$ cat src/rtl/etap_host_driver.sv
// Host-side JTAG initiator for the EJTAG TAP: walks the TAP state machine,
// shifts one instruction and an optional data payload, and returns the captured TDO words.
module etap_host_driver #(
  parameter int IR_W = 5,
  parameter int DR_W = 32,
  parameter int DIV  = 2
) (
  input  logic                        clk,
  input  logic                        resetn,
  input  logic                        cmd_valid,
  output logic                        cmd_ready,
  input  logic [IR_W-1:0]             cmd_ir,
  input  logic [DR_W-1:0]             cmd_dr,
  input  logic [$clog2(DR_W+1)-1:0]   cmd_dr_len,
  output logic                        rsp_valid,
  input  logic                        rsp_ready,
  output logic [IR_W-1:0]             rsp_ir,
  output logic [DR_W-1:0]             rsp_dr,
  output logic                        busy,
  output logic                        tck,
  output logic                        tms,
  output logic                        tdi,
  input  logic                        tdo
);

  localparam int LEN_W = $clog2(DR_W + 1);
  localparam int CNT_W = (2 * DIV > 2) ? $clog2(2 * DIV) : 1;
  localparam int IDX_W = $clog2(DR_W + IR_W + 8);
  localparam int IRI_W = (IR_W > 1) ? $clog2(IR_W) : 1;
  localparam int DRI_W = (DR_W > 1) ? $clog2(DR_W) : 1;

  typedef enum logic [3:0] {
    TLR_SEQ  = 4'd0,
    IDLE     = 4'd1,
    IR_PRE   = 4'd2,
    IR_SHIFT = 4'd3,
    IR_POST  = 4'd4,
    DR_PRE   = 4'd5,
    DR_SHIFT = 4'd6,
    DR_POST  = 4'd7,
    RESP     = 4'd8
  } state_e;

  // Index of the final tick spent in a given state.
  function automatic logic [IDX_W-1:0] last_tick(input state_e st, input logic [LEN_W-1:0] len);
    logic [IDX_W-1:0] r;
    case (st)
      TLR_SEQ:  r = IDX_W'(5);
      IR_PRE:   r = IDX_W'(3);
      IR_SHIFT: r = IDX_W'(IR_W - 1);
      IR_POST:  r = (len == '0) ? IDX_W'(1) : '0;
      DR_PRE:   r = IDX_W'(2);
      DR_SHIFT: r = IDX_W'(len) - IDX_W'(1);
      DR_POST:  r = IDX_W'(1);
      default:  r = '0;
    endcase
    return r;
  endfunction

  function automatic state_e next_phase(input state_e st, input logic [LEN_W-1:0] len);
    state_e r;
    case (st)
      TLR_SEQ:  r = IDLE;
      IR_PRE:   r = IR_SHIFT;
      IR_SHIFT: r = IR_POST;
      IR_POST:  r = (len == '0) ? RESP : DR_PRE;
      DR_PRE:   r = DR_SHIFT;
      DR_SHIFT: r = DR_POST;
      DR_POST:  r = RESP;
      default:  r = IDLE;
    endcase
    return r;
  endfunction

  function automatic logic tms_for(input state_e st, input logic [IDX_W-1:0] idx,
                                   input logic [LEN_W-1:0] len);
    logic r;
    case (st)
      TLR_SEQ:            r = (idx != last_tick(st, len));
      IR_PRE:             r = (idx < IDX_W'(2));
      IR_SHIFT, DR_SHIFT: r = (idx == last_tick(st, len));
      IR_POST, DR_PRE,
      DR_POST:            r = (idx == '0);
      IDLE, RESP:         r = 1'b0;
      default:            r = 1'b1;
    endcase
    return r;
  endfunction

  function automatic logic tdi_for(input state_e st, input logic [IDX_W-1:0] idx,
                                   input logic [IR_W-1:0] ir, input logic [DR_W-1:0] dr);
    logic r;
    case (st)
      IR_SHIFT: r = ir[idx[IRI_W-1:0]];
      DR_SHIFT: r = dr[idx[DRI_W-1:0]];
      default:  r = 1'b0;
    endcase
    return r;
  endfunction

  state_e            state_q, state_d;
  logic [IDX_W-1:0]  idx_q, idx_d;
  logic [CNT_W-1:0]  cnt_q, cnt_d;
  logic [IR_W-1:0]   ir_q, ir_d, ir_cap_q, ir_cap_d, rsp_ir_q, rsp_ir_d;
  logic [DR_W-1:0]   dr_q, dr_d, dr_cap_q, dr_cap_d, rsp_dr_q, rsp_dr_d;
  logic [LEN_W-1:0]  len_q, len_d;
  logic              tck_q, tck_d, tms_q, tms_d, tdi_q, tdi_d;
  logic              busy_q, busy_d, cmd_ready_q, cmd_ready_d, rsp_valid_q, rsp_valid_d;
  logic              ticking_s, tick_end_s, sample_s, accept_s, rsp_done_s;

  assign ticking_s  = (state_q != IDLE) && (state_q != RESP);
  assign tick_end_s = (cnt_q == CNT_W'(2 * DIV - 1));
  assign sample_s   = (cnt_q == CNT_W'(DIV - 1));
  assign accept_s   = (state_q == IDLE) && cmd_valid && cmd_ready_q;
  assign rsp_done_s = (state_q == RESP) && rsp_valid_q && rsp_ready;

  // State register and registered outputs; reset parks the pins for a TLR walk.
  always_ff @(posedge clk or negedge resetn) begin
    if (!resetn) begin
      state_q     <= TLR_SEQ;
      idx_q       <= '0;
      cnt_q       <= '0;
      ir_q        <= '0;
      dr_q        <= '0;
      len_q       <= '0;
      ir_cap_q    <= '0;
      dr_cap_q    <= '0;
      rsp_ir_q    <= '0;
      rsp_dr_q    <= '0;
      tck_q       <= 1'b0;
      tms_q       <= 1'b1;
      tdi_q       <= 1'b0;
      busy_q      <= 1'b1;
      cmd_ready_q <= 1'b0;
      rsp_valid_q <= 1'b0;
    end else begin
      state_q     <= state_d;
      idx_q       <= idx_d;
      cnt_q       <= cnt_d;
      ir_q        <= ir_d;
      dr_q        <= dr_d;
      len_q       <= len_d;
      ir_cap_q    <= ir_cap_d;
      dr_cap_q    <= dr_cap_d;
      rsp_ir_q    <= rsp_ir_d;
      rsp_dr_q    <= rsp_dr_d;
      tck_q       <= tck_d;
      tms_q       <= tms_d;
      tdi_q       <= tdi_d;
      busy_q      <= busy_d;
      cmd_ready_q <= cmd_ready_d;
      rsp_valid_q <= rsp_valid_d;
    end
  end

  // Next state: tick sequencing, command latch and TDO capture on the tck rising edge.
  always_comb begin
    state_d  = state_q;
    idx_d    = idx_q;
    cnt_d    = cnt_q;
    ir_d     = ir_q;
    dr_d     = dr_q;
    len_d    = len_q;
    ir_cap_d = ir_cap_q;
    dr_cap_d = dr_cap_q;
    if (ticking_s) begin
      if (tick_end_s) begin
        cnt_d = '0;
        if (idx_q == last_tick(state_q, len_q)) begin
          idx_d   = '0;
          state_d = next_phase(state_q, len_q);
        end else begin
          idx_d = idx_q + IDX_W'(1);
        end
      end else begin
        cnt_d = cnt_q + CNT_W'(1);
      end
      if (sample_s && (state_q == IR_SHIFT)) begin
        ir_cap_d[idx_q[IRI_W-1:0]] = tdo;
      end else if (sample_s && (state_q == DR_SHIFT)) begin
        dr_cap_d[idx_q[DRI_W-1:0]] = tdo;
      end else begin
        ir_cap_d = ir_cap_q;
      end
    end else if (accept_s) begin
      state_d  = IR_PRE;
      idx_d    = '0;
      cnt_d    = '0;
      ir_d     = cmd_ir;
      dr_d     = cmd_dr;
      len_d    = (cmd_dr_len > LEN_W'(DR_W)) ? LEN_W'(DR_W) : cmd_dr_len;
      ir_cap_d = '0;
      dr_cap_d = '0;
    end else if (rsp_done_s) begin
      state_d = IDLE;
    end else begin
      state_d = state_q;
    end
  end

  // Output decode from the upcoming state so pins change only at the start of a low phase.
  always_comb begin
    tck_d       = (cnt_d >= CNT_W'(DIV));
    tms_d       = tms_for(state_d, idx_d, len_d);
    tdi_d       = tdi_for(state_d, idx_d, ir_d, dr_d);
    busy_d      = (state_d != IDLE) && (state_d != RESP);
    cmd_ready_d = (state_q == IDLE) && (state_d == IDLE);
    rsp_valid_d = (state_d == RESP);
    if ((state_q != RESP) && (state_d == RESP)) begin
      rsp_ir_d = ir_cap_q;
      rsp_dr_d = dr_cap_q;
    end else begin
      rsp_ir_d = rsp_ir_q;
      rsp_dr_d = rsp_dr_q;
    end
  end

  assign cmd_ready = cmd_ready_q;
  assign rsp_valid = rsp_valid_q;
  assign rsp_ir    = rsp_ir_q;
  assign rsp_dr    = rsp_dr_q;
  assign busy      = busy_q;
  assign tck       = tck_q;
  assign tms       = tms_q;
  assign tdi       = tdi_q;

endmodule

$ cat config.mk
export PLATFORM = sky130hd
export DESIGN_NAME = etap_host_driver
export DESIGN_NICKNAME = d
export VERILOG_FILES = /design/src/rtl/etap_host_driver.sv
export SDC_FILE = /design/constraint.sdc
export NUM_CORES = 1
export LEC_CHECK = 0
export CAP_MARGIN = 30
export CORE_ASPECT_RATIO = 0.9
export CORE_MARGIN = 2
export CORE_UTILIZATION = 30
export CTS_CLUSTER_DIAMETER = 60
export DETAILED_ROUTE_END_ITERATION = 8
export HOLD_SLACK_MARGIN = 0.1
export PLACE_DENSITY_LB_ADDON = 0.3
export SLEW_MARGIN = 10
export SYNTH_ARGS = -nofsm -noshare
export SYNTH_HDL_FRONTEND = slang
export SYNTH_SLANG_ARGS = --single-unit
$ cat constraint.sdc
create_clock -name clk -period 6.2 [get_ports clk]
set_input_delay 1.24 -clock clk [delete_from_list [all_inputs] [get_ports clk]]
set_output_delay 1.24 -clock clk [all_outputs]
set_load 0.005 [all_outputs]
==> out/qor.yml <==
root_buffer: "clkbuf_16"
path_class: "register to register"
diodes: 0
synth.area.mux_share_pct: 9.660
die_w_um: 165.3
cts_made_buffers: 17
cp_cell_sequence: "inv_1 -> ha_1 -> nor3b_4 -> or4b_4 -> o22a_1 -> a311oi_2 -> o31a_2 -> and2_4 -> o21a_1 -> clkinv_2 -> nor3_2 -> a221oi_4 -> mux2i_1 -> a221oi_2 -> o21ai_1"
outcome: "finished clean"
post_cts_buffers: 0
synth_top_family_by_area: "simple AND/OR/NAND/NOR gates"
die_y_um: 149.1
synth.area.top_cells: "dfrtp_1, nand2_1, mux2_2"
dp_slack_ns: 1.985
switchingPower_uw: 1458
async_reset_ff_share_pct: 100.0
fin_setup_tns_ns: 0
timing.fmax_mhz: 247.9
dr.pass1.iters: 5
cp-end-kind: "register"
hpwl_mm: 12.44
initial_core_util_pct: 30.33
grt_pass1_vias: 5550
seqPwrFrac_pct: 31.8
layout-drive-gt1-share_pct: 13.68
port-buffer-count: 90
wl_mm: 18.33
slew_viol_final: 0
required_ns: 6.56
synth.top_cell.area_share_pct: 47.05
clk_pin_slew_ns: 0.07
period_share_pct: 65.06
dieArea_mm2: 0.02464
cp-start-kind: "register"
area_growth_pct: 25.36
relSlewSlack_pct: 45.15
synth-edff-count: 0
vias: 5696
clock_latency_ns: 0.43
fin_area_mm2: 0.008801
maxCapViolations: 0
yosys.area_share.adder_pct: 1.426
grt_start_max_net_pins: 62
max_stage_delay_ns: 0.53
power.share.switching_pct: 39.03
final_hold_viol_count: 0
synth-xor-area-share_pct: 1.622
cts_max_level: 4
ios: 91
cts_num_sinks: 134
final_net_count: 869
synthFlopType: "dfrtp_1"
gp_congestion: 0.8507
clk_path_buf_depth: 2
postRouteAntennaNets: 0
grt_usage_pct: 15.66
fin_crit_ns: 4.034
pwr-share-clk_pct: 27.6
yosys_warnings: 0
grt_pass1_wl_mm: 30.27
power.combinational.fraction_pct: 40.5
syn_nets: 797
ys_seq_area_share_pct: 47.80
power_density_mw_per_mm2: 424.4
setup_violations: 0
whs_ns: 0.4678
p_leak_uw: 0.003956
fin_total_pwr_uw: 3735
viasPerCell: 5.050
intPower_uw: 2277
crit_arrival_ns: 4.39
row_count: 53
ys_types: 77
finClkSkew_ns: 0.01190
worst_slack_ns: 2.166
crit_path_top_delay_cell: "or4b_4"
drtIter0Drc: 427
yosys.area_share.simple_pct: 18.23
avgRoutedWirePerCell_um: 16.25
synth_compound_area_share_pct: 17.06
coreArea_mm2: 0.02314
synth_area_mm2: 0.007020
postCtsHoldBufs: 0
hold_path.class: "register to register"
avgSynthCellArea_um2: 9.474
yosys.area.top_type: "dfrtp_1"
synthCells: 741
globalRoute.totalOverflow: 0
crit_fanout: 10
synth-seq-cells: 134
cts_tree: "done"
cts_resized: 0
grt_setup_unrepaired: "no"
drc: 0
ir_drop_v: 0.0001661
place_area_mm2: 0.008202
antenna_found_initial: 0
tightest_slew_ns: 0.8227
==> synth_stat cells (5+ instances only) <==
master,number
nand2b_1,8
nor2_1,22
buf_2,6
nor3_1,16
nor3b_1,5
nand3_1,19
xnor2_1,9
inv_1,17
mux2_2,37
o211ai_1,5
buf_1,8
a31oi_1,5
and2_1,6
ha_1,8
and3_1,6
nand4_1,7
a21oi_1,53
dfrtp_1,132
clkbuf_1,31
o21ai_0,81
nand2_1,145
inv_2,5
mux2i_1,25
==> sequential cells by signal (all words and copies together) (netlist names), 2 cells and up <==
name	count
idx_q	6
len_q	6
rsp_ir	5
rsp_dr	32
state_q	4
dr_q	32
ir_cap_q	5
ir_q	5
dr_cap_q	32
cnt_q	2
==> path summary, 6_finish.rpt <==
kind	cells past startpoint	end	start	slack, ns
min	2	dr_q[7]	dr_q[7]	0.47
min in group asynchronous	1	rsp_dr[11]	resetn	0.75
max reg2reg	15	tms	len_q[0]	2.17
max	15	tms	len_q[0]	2.17
min reg2reg	2	dr_q[7]	dr_q[7]	0.47
max in group asynchronous	2	rsp_ir[3]	resetn	4.66
==> worst max-delay path, delay by kind of cell, from the launching register on <==
| kind | cells | cell delay, ns |
|---|---|---|
| flip-flops | 1 | 0.42 |
| buffers and inverters | 2 | 0.23 |
| multiplexers | 1 | 0.17 |
| adder cells (fa/ha/maj) | 1 | 0.20 |
| AO/OA/AOI/OAI | 7 | 1.63 |
| AND/OR/NAND/NOR | 4 | 1.31 |
==> placed cells by master (no fill, tap or decap), types with 3 or more instances in the layout <==
master and n:
inv_1 17, and3_1 6, nor3b_1 5, o31ai_1 4, xor2_1 4, xnor2_1 9, ha_1 8, and2_1 5
dfrtp_1 132, nor2_1 22, mux2i_1 25, nand4_1 7, o41ai_1 3, mux2_2 37, a21oi_1 53, nand2_1 145
o32ai_1 3, clkdlybuf4s50_1 89, and4_1 4, nor2b_1 4, a31oi_1 5, nand3_1 19, nor3_1 16, or3_1 4
o21ai_0 81, clkinv_4 6, inv_2 5, o211ai_1 5, nand2b_1 8, clkbuf_16 17, inv_6 3, buf_4 8
==> power groups by stage <==
stage	Combinational [uW]	Clock, uW	Sequential (uW)
after global routing	1680	1100	1210
after floorplan	1210	0	1110
after detailed placement	1500	0	1200
after CTS	1510	1060	1190
after global placement	1490	0	1200
final	1510	1030	1190
==> layout make-up <==
cell class	count	area, um^2
fillers	2308	14340
multi-input cells	536	3371
flip-flops and latches	134	3356
repair buffers	100	1001
clock buffers	20	456.7
well taps	302	377.9
clock inverters	12	142.6
inverters	24	96.34
==> logic make-up (layout without fill, tap and decap cells) <==
group           after synthesis  after routing
mux                          63             63
fa+ha+maj                     8              8
flops                       134            134
compound gates              186            186
buf+inv                      71            156
simple gates                266            266
xor+xnor                     13             13
==> through the flow <==
step                      instances  util, %
after floorplan                 741        -
after global placement         1094    35.27
after detailed placement       1096    35.44
after CTS                      1128    38.03
after global routing           1128    38.03
final                          1128    38.03
==> metal layers <==
layer  GRT usage, %  vias up  share of wire, %
li1               -     2775                 -
met1          23.95     2746                51
met2          22.31      161                43
met3          3.336       14               5.3
met4          3.826        0              0.86
met5              0        -                 0
(Power assumes the default switching activity.)
